===== config.mk =====
export PLATFORM = sky130hd
export DESIGN_NAME = islip_pointer_ctrl
export DESIGN_NICKNAME = d
export VERILOG_FILES = /design/src/rtl/islip_pointer_ctrl.sv
export SDC_FILE = /design/constraint.sdc
export NUM_CORES = 1
export LEC_CHECK = 0
export BUFFER_PORTS_ARGS = -buffer_cell sky130_fd_sc_hd__buf_2
export CORE_ASPECT_RATIO = 2
export CORE_MARGIN = 1
export CORE_UTILIZATION = 37
export CTS_BUF_LIST = sky130_fd_sc_hd__clkbuf_2 sky130_fd_sc_hd__clkbuf_4 sky130_fd_sc_hd__clkbuf_8
export CTS_CLUSTER_SIZE = 14
export DETAILED_ROUTE_END_ITERATION = 16
export HOLD_SLACK_MARGIN = 0.1
export PLACE_DENSITY = 0.56
export SYNTH_ARGS = -nofsm -noshare
export SYNTH_HDL_FRONTEND = slang
export SYNTH_SLANG_ARGS = --single-unit
export TNS_END_PERCENT = 10

===== constraint.sdc =====
create_clock -name clk -period 2.57 [get_ports clk]
set_input_delay 0.1285 -clock clk [delete_from_list [all_inputs] [get_ports clk]]
set_output_delay 0.1285 -clock clk [all_outputs]
set_load 0.02 [all_outputs]

===== src/rtl/islip_pointer_ctrl.sv =====
// iSLIP grant pointer control: latch a one-hot grant, await accept, advance round-robin pointer.
// Latency 1 cycle grant->out_idx_valid and accept->out_p_enc; new grants ignored while busy.
module islip_pointer_ctrl #(
   parameter int N = 32,
   parameter int W = $clog2(N)
) (
   input  logic         clk,
   input  logic         rst_n,
   input  logic [N-1:0] in_grant,
   input  logic         in_grant_valid,
   input  logic         in_first_iter,
   input  logic         in_acc_valid,
   input  logic         in_accept,
   output logic [N-1:0] out_p_enc,
   output logic [W-1:0] out_idx,
   output logic         out_idx_valid,
   output logic         out_busy,
   output logic         out_err
);

   typedef enum logic [0:0] {IDLE = 1'b0, WAIT_ACC = 1'b1} state_t;

   state_t         state, state_nxt;
   logic [N-1:0]   lat_grant, lat_grant_nxt;
   logic           lat_first, lat_first_nxt;
   logic [N-1:0]   ptr_nxt;
   logic [W-1:0]   idx_nxt;
   logic           idx_valid_nxt, busy_nxt, err_nxt;

   logic           grant_any, grant_multi, grant_onehot;
   logic [W-1:0]   grant_idx;

   // Clearing the lowest set bit leaves something only when two or more bits are set.
   assign grant_any    = |in_grant;
   assign grant_multi  = |(in_grant & (in_grant - {{(N-1){1'b0}}, 1'b1}));
   assign grant_onehot = grant_any && !grant_multi;

   always_comb begin
      grant_idx = '0;
      for (int i = 0; i < N; i++) begin
         if (in_grant[i]) grant_idx = W'(i);
      end
   end

   always_ff @(posedge clk) begin
      if (!rst_n) state <= IDLE;
      else        state <= state_nxt;
   end

   always_comb begin
      state_nxt = state;
      case (state)
         IDLE:     if (in_grant_valid && grant_onehot) state_nxt = WAIT_ACC;
         WAIT_ACC: if (in_acc_valid) state_nxt = IDLE;
         default:  state_nxt = IDLE;
      endcase
   end

   always_comb begin
      ptr_nxt       = out_p_enc;
      idx_nxt       = out_idx;
      idx_valid_nxt = out_idx_valid;
      busy_nxt      = out_busy;
      err_nxt       = 1'b0;
      lat_grant_nxt = lat_grant;
      lat_first_nxt = lat_first;
      case (state)
         IDLE: begin
            if (in_grant_valid && grant_onehot) begin
               lat_grant_nxt = in_grant;
               lat_first_nxt = in_first_iter;
               idx_nxt       = grant_idx;
               idx_valid_nxt = 1'b1;
               busy_nxt      = 1'b1;
            end else if (in_grant_valid && grant_multi) begin
               err_nxt = 1'b1;
            end
         end
         WAIT_ACC: begin
            if (in_acc_valid) begin
               idx_valid_nxt = 1'b0;
               busy_nxt      = 1'b0;
               // Rotating the latched one-hot grant left gives (index + 1) mod N.
               if (in_accept && lat_first)
                  ptr_nxt = {lat_grant[N-2:0], lat_grant[N-1]};
            end
         end
         default: ;
      endcase
   end

   always_ff @(posedge clk) begin
      if (!rst_n) begin
         out_p_enc     <= {{(N-1){1'b0}}, 1'b1};
         out_idx       <= '0;
         out_idx_valid <= 1'b0;
         out_busy      <= 1'b0;
         out_err       <= 1'b0;
         lat_grant     <= '0;
         lat_first     <= 1'b0;
      end else begin
         out_p_enc     <= ptr_nxt;
         out_idx       <= idx_nxt;
         out_idx_valid <= idx_valid_nxt;
         out_busy      <= busy_nxt;
         out_err       <= err_nxt;
         lat_grant     <= lat_grant_nxt;
         lat_first     <= lat_first_nxt;
      end
   end

endmodule

# Yosys cells after proc, flatten, opt, wreduce, memory -nomap -nowiden
# Index checks and enable logic that the tools add are counted.
# word_totals
reg_bits	73
in_bits	38
elab_cells	62
output_inout_bits	40
# op_classes
n_eq_ne	2
n_reduce_logical	11
bitwise_logic	3
n_addsub	1
n_mux	38
# op_table
cell	count
5-bit two-way mux	30
32-bit OR reduction	2
32-bit bitwise AND	1
32-bit by 1-bit subtractor with 32-bit output, second input constant	1
1-bit two-way mux	6
1-bit logical AND	4
2-bit inequality test, second input constant	2
1-bit case mux with 2 select lines	2
2-bit AND reduction	2
3-bit AND reduction	1
3-bit OR reduction	1
1-bit NOT	2
1-bit logical NOT	1

# Logic depth before layout (Yosys ltp)
# depth
word_depth	31
ltp_mapped	9

# Least setup slack after synthesis
# Ideal clock, no wire load.
# synth_path
kind	in2reg
startpoint	input in_grant[1]
endpoint	register out_idx[0]
slack_ns	-0.020
required_time_ns	2.498
stages	8
arrival_time_ns	2.518
cell_sequence	or4_4 > or3_4 > or3_4 > a2111oi_4 > o21ai_2 > nor3_4 > buf_8 > mux2i_1
# synth_between
elab_chain_cells	31
elab_cells_between_ends	39
# synth_lines
item	line_no	text
start, declared	9	input logic [N-1:0] in_grant,
1-bit two-way mux	41	if (in_grant[i]) grant_idx = W'(i);
5-bit two-way mux (30 in a row)	41	
end signal, assigned	103	out_idx <= idx_nxt;
end, declared	15	output logic [W-1:0] out_idx,
# Several ways; a longest one is shown, not always the timed one.
# A chain may end at the register's enable or synchronous reset.

# Final worst setup path
# layout_path
startpoint	input in_grant[1]
endpoint	register lat_grant[19]
# layout_between
elab_chain_cells	7
elab_cells_between_ends	8
# layout_lines
item	line_no	text
32-bit by 1-bit subtractor with 32-bit output	35	assign grant_multi = |(in_grant & (in_grant - {{(N-1){1'b0}}, 1'b1}));
32-bit bitwise AND	35	
32-bit OR reduction	35	
1-bit logical NOT	36	assign grant_onehot = grant_any && !grant_multi;
1-bit logical AND (*)	36	
1-bit logical AND (*)	69	if (in_grant_valid && grant_onehot) begin
2-bit AND reduction (no line) (*)	-	
end signal, assigned	107	lat_grant <= lat_grant_nxt;
end, declared	24	logic [N-1:0] lat_grant, lat_grant_nxt;
# Every way passes the cells marked *; elsewhere a longest branch is shown, timed or not.

==> summary.md <==
| Metric | Value |
|---|---|
| Wire length per cell | 15.7 um |
| Switching Fraction | between 20 and 25% |
| Min Tclk post-route | ~2500 ps |
| Drt via density | approximately 5.2 |
| Power Density | a little under 500 nW/um^2 |
| # nets final | roughly 600 |
| Total congestion overflow | 0 |
| Met2 usage | 38.9% |
| Diode count | 0 |
| Primary FF master, synth | dfxtp_1 |
| Synth Cell Area | 3550 um^2 |
| Core Rows | 50 |
| Post-Layout Inst Area | ~4700 um^2 |
| Seq/Total Area, Yosys | roughly two fifths |
| Post-synthesis mux area share | roughly 10% |
| Placed cell area | 4240 um^2 |
| Internal Power | approximately 1700 uW |
| Non-Filler Instances | 660 |
| GP Congestion | between 0.8 and 0.9 |
| WP buf/inv | 3 |
| Critical path's slowest cell | or4_4 |
| Post-layout worst setup margin | 53.8 ps |
| Post-Synth Adder-Cell Area | less than 1% |
| Crit path kind | input pin to flop |
| Die W | roughly 71 um |
| Clk buf depth | 2 |
| Post-synth EDFFs | 0 |
| Top delay family on crit path | simple AND/OR/NAND/NOR gates |
| # fillers | about 940 |
| Initial Util | a little under two fifths |
| CTS H-Tree Depth | 3 |
| Synth top area cells | dfxtp_1, nand2_1, mux2i_1, a21boi_0, clkbuf_1 |
| Asr flop ratio synth | 0% |
| Core Region | 9320 um^2 |
| Dpl hpwl | 7.49 mm |
| First DRT Iteration DRCs | between 100 and 150 |
| Synth Area in Compound Gates | ~18% |
| YS warnings | 0 |
| Sequential cell fraction of total power | between 40% and 50% |
| Failing checks | DRC |
| Final Setup Violations | 0 |
| P_leak | about 0.0019 uW |
| Syn-to-layout area delta | 32.5% |
| Multi-input combinational cell area | 1960 um^2 |
| Total Routing Usage GR | between 20% and 30% |
| Layout cells sized above 1 | 27.2% |
| Top cell by count, worst path | or3_4 |
| Post-Synth XOR/XNOR Area | 0% |
| Port Buffer Count | 77 |
| Simple-Gate Fraction of Synth Area | 25.4% |
| First-pass GRT wire length | ~16 mm |
| Post-Route WL | slightly above 10 mm |
| Critical Path AT | about 2800 ps |
| CP Max Fanout | 9 |
| Net Count, Synth | 474 |
| Average size of a mapped cell | approximately 8.1 um^2 |
| Dpl ws | -287 ps |
| Post-route ant nets | 0 |
| Root Driver | clkbuf_8 |
| Post-Route Setup TNS | 0 ps |
| Clk pwr share | 40.8% |
| Fmax achieved | approximately 0.40 GHz |
| CTS tree | done |
| Status | complete, but fails checks |
| VDD IR-drop max | approximately 290 uV |
| Dpl cells | roughly 630 |
| Residual DRC count | 5 |
| Synth top cells by count | nand2_1, dfxtp_1, mux2i_1, a21boi_0, clkbuf_1 |
| Pin count of the biggest net entering global routing | 110 |
| Worst-margin pin slew | roughly 500 ps |
| CP Launch Type | input pin |
| Cell with the most instances after synthesis | nand2_1 |
| Die Y | roughly 140 um |
| Top cell type by total area after synthesis | dfxtp_1 |
| Fin Hold WS | between 150 and 200 ps |
| Worst Setup End Kind | flop |
| Cells after Synth | roughly 440 |
| Worst relative slew slack | 66.4% |
| Largest family of logic cells by synthesized area | simple AND/OR/NAND/NOR gates |
| Worst EP required | 2850 ps |
| Cts bufs inserted | 9 |
| Die ar. | around 10000 um^2 |
| Clock sink count | between 70 and 80 |
| Ports | 78 |
| Crit-path cells | buf_2 -> or4_4 -> or3_4 -> or3_4 -> a2111oi_4 -> o21ai_2 -> nor3_4 -> buf_12 -> clkbuf_16 -> mux2i_1 |
| Total vias in the final route | 3400 |
| Met3 Usage GRT | 4.32% |
| Psw | 575 uW |
| Post-synth top area share | between 40 and 50% |
| Worst-path clk slew | around 80 ps |
| Detailed Routing Iterations Pass 1 | 11 |
| Class of the worst hold path | input pin to flop |
| Unique masters post-synth | 44 |
| Clk_skew | around 6 ps |
| Yosys reg bits | between 70 and 80 |
| Unrepaired setup endpoints after global routing | true |
| Initial antenna violation count | 0 |
| Number of max-cap violations | 0 |
| Max Slew Vio Count | 0 |
| Reg area | 1460 um^2 |
| Met1 GRT Util | about 21% |
| Max incr delay on CP | 540 ps |
| Fin. Hold Viols | 0 |
| Combinational Power Share | 10.2% |
| Vias in the first global route | about 3200 |
| Layer with the highest usage | met2 |
| Worst skew pair latency | between 300 and 400 ps |
| Tcrit/Tclk final | between 90% and 100% |
per-stage QoR:
stage / total power, uW / utilization, %
2_1_floorplan: 1250 / -
3_3_place_gp: 1370 / 45.5
3_5_place_dp: 1370 / 45.5
4_1_cts: 2320 / 49.2
5_1_grt: 2410 / 50.5
6_report: 2310 / 50.5
path summary, 6_finish.rpt:
check,cells past startpoint,endpoint,slack [ps],from
worst max register to register,8,lat_grant[19],480,state
worst min register to register,2,lat_grant[4],460,lat_grant[4]
worst min-delay path,4,lat_grant[5],170,in_grant[5]
worst max-delay path,10,lat_grant[19],50,in_grant[1]
placed cells by master, fill, tap and decap left out, types with 2 or more instances in the layout:
master | netlist | final
a21boi_0 | 34 | 34
o21a_1 | 3 | 3
nand3_1 | 9 | 9
o211a_1 | 2 | 2
inv_1 | 8 | 8
o21ai_0 | 15 | 14
and4_1 | 2 | 2
nand2_1 | 141 | 141
nor3_1 | 6 | 6
buf_2 | 0 | 76
or3_1 | 5 | 5
nor2_1 | 18 | 17
buf_12 | 0 | 4
dlygate4sd3_1 | 0 | 13
a31oi_1 | 4 | 4
o311a_1 | 2 | 2
buf_4 | 1 | 36
clkbuf_8 | 0 | 11
or4b_1 | 2 | 2
mux2i_1 | 36 | 36
maj3_1 | 2 | 2
dfxtp_1 | 73 | 73
a22oi_1 | 2 | 2
o41ai_1 | 3 | 2
a21oi_1 | 9 | 8
nor2b_1 | 2 | 2
or3_4 | 3 | 3
nand4_1 | 3 | 3
clkbuf_16 | 0 | 2
nor4_1 | 6 | 6
o21ai_2 | 1 | 2
worst register-to-register path: cells and delay by family, from the launching register on:
family                 cells  cell delay [ps]
muxes                      1              180
and+or+nand+nor            2              700
DFF                        1              340
AOI/OAI and AO/OA          3              470
buffers and inverters      2              320
power by group through the flow:
| stage | combinational [uW] | clock (uW) | sequential, uW |
|---|---|---|---|
| 2_1_floorplan | 89.1 | 0 | 1160 |
| 3_3_place_gp | 213 | 0 | 1160 |
| 3_5_place_dp | 213 | 0 | 1160 |
| 4_1_cts | 231 | 963 | 1130 |
| 5_1_grt | 256 | 1020 | 1130 |
| 6_report | 235 | 940 | 1130 |
timing repair:
| action | 4_1_cts | 5_1_grt |
|---|---|---|
| setup buffers | 0 | 2 |
| hold buffers | 14 | 0 |
| hold endpoints to repair | 14 | 0 |
| gates resized for setup | 0 | 11 |
| setup endpoints to repair | 0 | 40 |
routing by layer:
layer / up-vias / part of all wire, %
met3: 29 / 3.9
met2: 80 / 54
met4: 0 / 5.1
met5: - / 0
li1: 1732 / -
met1: 1559 / 37
state kept, by name, summed over array words and instances (netlist names):
| name | count |
|---|---|
| out_err | 1 |
| out_p_enc | 32 |
| lat_first | 1 |
| out_idx | 5 |
| out_busy | 1 |
| lat_grant | 32 |
| state | 1 |
logic make-up (layout without fill, tap and decap cells):
kind of cell               count (synthesis)  count (layout)
AOI/OAI and AO/OA                         87              87
muxes                                     36              36
DFF                                       73              73
adders and majority gates                  2               2
buffers and inverters                     35             155
and+or+nand+nor                          203             203
final cells by class:
cell class,instances,area share [%]
Multi-Input combinational cell,328,41.6
Clock inverter,4,1.09
Inverter,8,0.638
Sequential cell,73,31.1
Clock buffer,11,3.22
Tap cell,104,2.77
Timing Repair Buffer,132,19.6
Note: power is estimated with default switching activity, not from simulation.
